===== src/rtl/nic_pkg.sv =====
// Shared NIC definitions: packet geometry, field positions and the TX engine state type.
// The NIC buffer and the TX engine both import this package.
package nic_pkg;
  localparam int DATA_SIZE = 64;
  localparam int VC_BIT    = 63;
  localparam int PAYLOAD_MSB = VC_BIT - 1;
  localparam int PAYLOAD_LSB = 0;

  typedef enum logic {
    TX_EMPTY = 1'b0,
    TX_HELD  = 1'b1
  } tx_state_e;
endpackage


===== src/rtl/nic_stall_watchdog.sv =====
// Saturating count of consecutive blocked cycles, with a registered flag
// that is set while the count sits at the limit.
module nic_stall_watchdog #(
  parameter int STALL_LIMIT = 255
) (
  input  logic clk,
  input  logic reset,
  input  logic blocked,
  output logic net_stall
);
  localparam int SW = $clog2(STALL_LIMIT + 1);
  localparam logic [SW-1:0] LIMIT = SW'(STALL_LIMIT);

  logic [SW-1:0] stall_cnt_q, stall_cnt_d;
  logic          net_stall_q, net_stall_d;

  // A cycle that is not blocked is either a send or an empty hold; both clear the count.
  always_comb begin
    stall_cnt_d = '0;
    if (blocked) begin
      stall_cnt_d = (stall_cnt_q == LIMIT) ? stall_cnt_q : stall_cnt_q + SW'(1);
    end
    net_stall_d = (stall_cnt_d == LIMIT);
  end

  always_ff @(posedge clk or posedge reset) begin
    if (reset) begin
      stall_cnt_q <= '0;
      net_stall_q <= 1'b0;
    end else begin
      stall_cnt_q <= stall_cnt_d;
      net_stall_q <= net_stall_d;
    end
  end

  assign net_stall = net_stall_q;
endmodule


===== src/rtl/nic_tx_engine.sv =====
// Drains the single-entry NIC buffer into a 1-deep hold register and launches
// each packet onto the router link with a registered valid pulse.
module nic_tx_engine
  import nic_pkg::*;
#(
  parameter int DATA_SIZE   = nic_pkg::DATA_SIZE,
  parameter int VC_BIT      = nic_pkg::VC_BIT,
  parameter int STALL_LIMIT = 255,
  parameter int CNT_W       = 16
) (
  input  logic                 clk,
  input  logic                 reset,
  input  logic                 buf_status,
  input  logic [DATA_SIZE-1:0] buf_data,
  output logic                 buf_re,
  input  logic                 net_ro,
  input  logic                 polarity,
  output logic                 net_so,
  output logic [DATA_SIZE-1:0] net_do,
  output logic                 net_stall,
  output logic [CNT_W-1:0]     sent_cnt
);
  tx_state_e              state_q, state_d;
  logic [DATA_SIZE-1:0]   hold_q, hold_d;
  logic                   net_so_q, net_so_d;
  logic [DATA_SIZE-1:0]   net_do_q, net_do_d;
  logic [CNT_W-1:0]       sent_cnt_q, sent_cnt_d;
  logic                   hold_full, vc_ok, send_now, blocked;

  assign hold_full = (state_q == TX_HELD);
  assign vc_ok     = (hold_q[VC_BIT] == polarity);
  assign send_now  = hold_full & net_ro & vc_ok;
  assign blocked   = hold_full & ~send_now;
  // The buffer clears its status on the edge that consumes the read, so a
  // refill during a send launches the old packet and loads the new one together.
  assign buf_re    = buf_status & (~hold_full | send_now) & ~reset;

  always_comb begin
    state_d    = state_q;
    hold_d     = hold_q;
    net_so_d   = 1'b0;
    net_do_d   = net_do_q;
    sent_cnt_d = sent_cnt_q;
    if (send_now) begin
      net_do_d   = hold_q;
      net_so_d   = 1'b1;
      sent_cnt_d = sent_cnt_q + CNT_W'(1);
    end
    if (buf_re) begin
      hold_d  = buf_data;
      state_d = TX_HELD;
    end else if (send_now) begin
      state_d = TX_EMPTY;
    end
  end

  always_ff @(posedge clk or posedge reset) begin
    if (reset) begin
      state_q    <= TX_EMPTY;
      hold_q     <= '0;
      net_so_q   <= 1'b0;
      net_do_q   <= '0;
      sent_cnt_q <= '0;
    end else begin
      state_q    <= state_d;
      hold_q     <= hold_d;
      net_so_q   <= net_so_d;
      net_do_q   <= net_do_d;
      sent_cnt_q <= sent_cnt_d;
    end
  end

  nic_stall_watchdog #(
    .STALL_LIMIT(STALL_LIMIT)
  ) u_watchdog (
    .clk      (clk),
    .reset    (reset),
    .blocked  (blocked),
    .net_stall(net_stall)
  );

  assign net_so   = net_so_q;
  assign net_do   = net_do_q;
  assign sent_cnt = sent_cnt_q;
endmodule


===== config.mk =====
export PLATFORM = sky130hd
export DESIGN_NAME = nic_tx_engine
export DESIGN_NICKNAME = d
export VERILOG_FILES = /design/src/rtl/nic_pkg.sv /design/src/rtl/nic_stall_watchdog.sv /design/src/rtl/nic_tx_engine.sv
export SDC_FILE = /design/constraint.sdc
export NUM_CORES = 1
export LEC_CHECK = 0
export CELL_PAD_IN_SITES_DETAIL_PLACEMENT = 0
export CELL_PAD_IN_SITES_GLOBAL_PLACEMENT = 1
export CORE_ASPECT_RATIO = 1.4
export CORE_MARGIN = 3
export CORE_UTILIZATION = 37
export DETAILED_ROUTE_END_ITERATION = 12
export PLACE_DENSITY_LB_ADDON = 0.1
export SLEW_MARGIN = 20
export SYNTH_ARGS = -nofsm -noshare
export SYNTH_HDL_FRONTEND = slang
export SYNTH_HIERARCHICAL = 1
export SYNTH_SLANG_ARGS = --single-unit

===== constraint.sdc =====
create_clock -name clk -period 7.49 [get_ports clk]
set_clock_uncertainty 0.2 [all_clocks]
set_input_delay 1.8725 -clock clk [delete_from_list [all_inputs] [get_ports clk]]
set_output_delay 1.8725 -clock clk [all_outputs]
set_load 0.005 [all_outputs]

==> results.cfg, run 1 <==
[status]
status = complete, no violations

[global_route]
top_usage_layer = met2
grt_pass1_vias = 4109
grt_max_degree = 147
antenna_found_initial = 0
met2_usage = 0.261
met1_usage = 0.185
grt_overflow = 0
grt_pass1_wl_um = 22300
grt_use_met3 = 0.0425
grtUsageTotal = 0.155

[logic_synthesis]
synthTopCellsByArea = dfrtp_1 (62%), mux2_2 (14%), mux2_4 (12%)
avgSynthCellArea_um2 = 16.0
synth_largest_area_cell = dfrtp_1
synth-edff-count = 0
syn_nets = 464
synth_most_common_cell = dfrtp_1
ys.flop_type = dfrtp_1
synthTopCellsByCount = dfrtp_1 (155), mux2_2 (80), mux2_4 (50), xnor2_1 (12)
synth_top_area_frac = 0.618
ys_types = 36
syn_inst = 393
synthArstFlopShare = 1.00
yosysWarnings = 6
ys_ff_latch = 155
yosysSeqAreaShare = 0.618
syn_area_um2 = 6280

[timing]
max_slew.worst_pin.slew_ns = 0.903
grt_setup_unrepaired = no
slew_violations = 0
max_freq_mhz = 178
finalCritPeriodShare = 0.750
final_hold_viol_count = 0
setup_violations = 0
setup-tns-final_ns = 0
max_slew_margin = 0.398
whs_ns = 0.284
min_period_ns = 5.61

[routing]
drc = 0
vias = 3729
final_antenna_net_count = 0
drt_iter0_drc = 177
wl_per_cell_um = 18.1
dr.pass1.iters = 4
viasPerCell = 4.91
wl_um = 13800

[worst_setup_path]
cp.arrival_ns = 3.54
worst_path_largest_cell_delay_ns = 0.55
worstPathRequired_ns = 5.42
cp_max_fo = 7
crit_top_cell = clkdlybuf4s50_1
crit_family = buffers and inverters
cp-end-kind = output pin
critical_path_buf_inv_count = 2
crit_chain = clkdlybuf4s50_1, xor2_2, o21a_2, nor2_4, clkdlybuf4s50_1
worstSetupPathType = in2out
crit_slowest_cell = clkdlybuf4s50_1
cp-start-kind = input pin

[finish]
stdcell_count = 760
antenna_cells = 0
drive_gt1_frac = 0.307
nFillCells = 1431
area_delta_synth_final_pct = 35.6
finalNetCount = 622

[floorplan]
initial_core_util = 0.383
fp.dieArea_um2 = 18600
die_w_um = 116
rows = 55
die_h_um = 160
design.core.area_um2 = 16400
io_pins = 152

[cts]
cts_tree = built
cts_resized = 0
cts_setup_buffers = 0
clkTransAtPathRegs_ns = 0.06
clock_latency_ns = 0.41
htreeDepth = 4
cts_root_buf = clkbuf_16
hold_buffers = 0
clockBufferDepth = 2
cts_num_sinks = 155
cts_buffers = 17

[placed_design]
hpwlAfterDp_um = 9170
numPortBuffers = 151
place.gp.congestion = 0.749
dp_cells = 731

[run]
maxCapViolations = 0

[power]
vdd_drop_max_mv = 0.167
leakage_nw = 3.66
power_per_cell_area_nw_per_um2 = 390

[hold_path]
hold_path.class = reg2reg
-- logic make-up (layout without fill, tap and decap cells) --
kind of cell | Yosys count | count (layout) | synth area share
mux | 132 | 132 | 0.266
xor+xnor | 18 | 18 | 0.0263
simple gates | 53 | 53 | 0.0490
fa+ha+maj | 2 | 2 | 0.00399
compound gates | 13 | 13 | 0.0120
buf+inv | 20 | 188 | 0.0245
flops | 155 | 155 | 0.618
-- state kept, by name, indices dropped and copies added, names as in the netlist --
signal,cells
hold_q,64
net_do,64
hold_full,1
u_watchdog/stall_cnt_q,8
sent_cnt,16
u_watchdog/net_stall,1
net_so,1
-- final cells by class --
cell class	instances	area, um2	share of cell area
Clock inverter	7	66.3	0.00779
Multi-Input combinational cell	218	2260	0.266
Sequential cell	155	3880	0.456
Inverter	4	18.8	0.00221
Clock buffer	22	484	0.0569
Tap cell	199	249	0.0293
Timing Repair Buffer	155	1550	0.183
-- power by group --
part           internal [mW]  switching [mW]  leakage (nW)
clock network          0.486           0.324         0.274
registers               1.21           0.202          1.87
logic                  0.765           0.333          1.52
-- stage by stage --
step,setup WS [ns],power (mW),cell area (um2),util
2_1_floorplan,0.772,1.97,6280,-
3_3_place_gp,1.87,2.51,7960,0.486
3_5_place_dp,1.85,2.54,7960,0.486
4_1_cts,1.84,3.37,8510,0.520
5_1_grt,1.81,3.52,8510,0.520
6_report,1.88,3.32,8510,0.520
-- path summary, 6_finish.rpt --
kind	from	end	slack, ns	cells past startpoint
max	polarity	buf_re	1.88	5
min	sent_cnt[15]$_DFFE_PP0P_	sent_cnt[15]$_DFFE_PP0P_	0.28	1
max reg2reg	hold_q[63]$_DFFE_PP0P_	hold_q[62]$_DFFE_PP0P_	4.60	6
min reg2reg	sent_cnt[15]$_DFFE_PP0P_	sent_cnt[15]$_DFFE_PP0P_	0.28	1
max in group asynchronous	reset	net_do[28]$_DFFE_PP0P_	4.50	3
min in group asynchronous	reset	u_watchdog/net_stall$_DFF_PP0_	1.67	2
-- worst reg2reg max path: cells and delay by family (launching register included) --
| kind | cells | cell delay, ns |
|---|---|---|
| xor+xnor | 1 | 0.21 |
| mux | 1 | 0.47 |
| buf+inv | 2 | 1.06 |
| compound gates | 1 | 0.28 |
| flops | 1 | 0.41 |
| simple gates | 1 | 0.15 |
-- cell usage in the layout (no fill, tap or decap), types with 5 or more instances in the layout --
| cell type | n |
|---|---|
| a31oi_1 | 5 |
| clkbuf_16 | 17 |
| clkdlybuf4s50_1 | 151 |
| dfrtp_1 | 155 |
| mux2_2 | 80 |
| mux2_4 | 50 |
| nand2_1 | 9 |
| nand3_1 | 9 |
| nand4_1 | 5 |
| nor2_1 | 5 |
| xnor2_1 | 12 |
| xor2_1 | 5 |
-- metal layers --
| layer | vias up | routed length, um |
|---|---|---|
| li1 | 1704 | - |
| met3 | 15 | 725 |
| met4 | 0 | 240 |
| met2 | 98 | 7160 |
| met1 | 1912 | 5640 |
| met5 | - | 0 |
(Power assumes the default switching activity.)
==> run 2, diff against run 1 <==
- clock period: 7.49 -> 5 ns (I/O delays scaled with it)
==> run 2 against run 1 <==
  * Sequential share of layout area down 0.35 points
  * Power grew 51%
  * Critical path depth is the same
  * Setup slack lost 1.2 ns
  * Count of clock-buffer cells in the layout down 2
  * Wire length shrank 3.3%
  * Clock power increased by 57%
  * Via count rose by 0.72%
  * Combinational power increased by 48%
  * Final cell count is 0.66% higher
  * Design area increased by 0.78%
  * Largest cell class unchanged
  * Largest power group unchanged
==> results.cfg, run 2 (same netlist as run 1, synthesis figures left out) <==
[status]
status = complete, no violations

[worst_setup_path]
cp-start-kind = input pin
r2r_slack_ns = 2.15
crit_top_cell = clkdlybuf4s50_1
crit_start = polarity
r2r_cells = 6
crit_slowest_cell = clkdlybuf4s50_1
cp-end-kind = output pin
rr_startpoint = hold_q[63]$_DFFE_PP0P_
worstPathRequired_ns = 3.55
worstSetupPathType = in2out
reg2reg_to = hold_q[60]$_DFFE_PP0P_
cp_max_fo = 7
cp.arrival_ns = 2.92
crit_chain = clkdlybuf4s50_1, xor2_2, o21a_2, nor2_4, clkdlybuf4s50_1
worst_path_largest_cell_delay_ns = 0.58

[floorplan]
fp.dieArea_um2 = 18600
die_h_um = 160
die_w_um = 116
rows = 55
io_pins = 152
design.core.area_um2 = 16400
initial_core_util = 0.383

[finish]
area_delta_synth_final_pct = 36.6
ff_latch_area_um2 = 3880
multi_input_area_um2 = 2260
drive_gt1_frac = 0.314
antenna_cells = 0
finalInstanceArea_um2 = 8580
finalNetCount = 625
stdcell_count = 765
final_cell_mix = dfrtp_1 (155), clkdlybuf4s50_1 (151), mux2_2 (80)
final_core_util = 0.524
final_common_cell = dfrtp_1
nFillCells = 1420

[cts]
hold_buffers = 0
htreeDepth = 4
clock_latency_ns = 0.42
clockBufferDepth = 2
cts_setup_buffers = 0
cts_buffers = 17
cts_resized = 0
cts_num_sinks = 155
cts_tree = built
clkTransAtPathRegs_ns = 0.06
cts_root_buf = clkbuf_16

[timing]
finalCritPeriodShare = 0.874
setup-tns-final_ns = 0
setup_violations = 0
min_period_ns = 4.37
layout_setup_ws_ns = 0.628
max_slew.worst_pin.slew_ns = 0.872
grt_setup_unrepaired = no
final_hold_viol_count = 0
slew_violations = 0
max_freq_mhz = 229
max_slew_margin = 0.418

[routing]
wl_met3_um = 866
final_antenna_net_count = 0
highest_layer = met4
dr.pass1.iters = 4
wl_um = 13300
wl_per_cell_um = 17.4
drc = 0
vias = 3756
viasPerCell = 4.91
wl_met2_um = 6690
drt_iter0_drc = 220
wl_met1_um = 5580

[power]
power_per_cell_area_nw_per_um2 = 586
vdd_drop_max_mv = 0.233
leakage_nw = 3.69

[placed_design]
hpwlAfterDp_um = 9060
dp_cells = 733
numPortBuffers = 151
pre_cts_ws_ns = 0.598
placed_area_um2 = 7960
place.gp.congestion = 0.748

[global_route]
grt_overflow = 0
grt_pass1_wl_um = 21500
grtUsageTotal = 0.150
antenna_found_initial = 0
grt_pass1_vias = 4067
grt_max_degree = 79

[hold_path]
hold_path.class = reg2reg
min_path_cells = 1
hp-start = sent_cnt[15]$_DFFE_PP0P_
min_to = sent_cnt[15]$_DFFE_PP0P_

[run]
maxCapViolations = 0
[run 2: worst max-delay path: cells and delay by family]
| family | cells | cell delay (ns) |
|---|---|---|
| AO/OA/AOI/OAI | 1 | 0.28 |
| XOR/XNOR | 1 | 0.24 |
| buffers and inverters | 2 | 1.03 |
| AND/OR/NAND/NOR | 1 | 0.13 |
[run 2: through the flow]
step	power (mW)	hold WS [ns]
after floorplan	2.95	0.268
after detailed placement	3.80	0.279
after global routing	5.33	0.300
after global placement	3.75	0.270
final	5.02	0.278
after CTS	5.11	0.286
[run 2: worst max path at each step]
stage          endpoint  slack [ns]  cells past startpoint
2_1_floorplan    buf_re       -0.42                      5
3_3_place_gp     buf_re        0.59                      5
3_5_place_dp     buf_re        0.60                      5
4_1_cts          buf_re        0.60                      5
5_1_grt          buf_re        0.57                      5
6_report         buf_re        0.63                      5
[run 2: metal layers]
layer  track usage  vias to the layer above
met5             0                        -
met4        0.0475                        0
met3        0.0588                       16
met2         0.241                      119
met1         0.183                     1914
li1              -                     1707
[run 2: final cells by class]
class	count	share of cell area
Sequential cell	155	0.452
Multi-Input combinational cell	218	0.263
Timing Repair Buffer	158	0.185
Clock buffer	20	0.0544
Tap cell	199	0.0290
Clock inverter	11	0.0140
Inverter	4	0.00219
[run 2: power by group]
group | leakage (nW) | internal, mW | switching [mW]
clock | 0.284 | 0.769 | 0.500
sequential | 1.87 | 1.81 | 0.311
combinational | 1.54 | 1.15 | 0.486
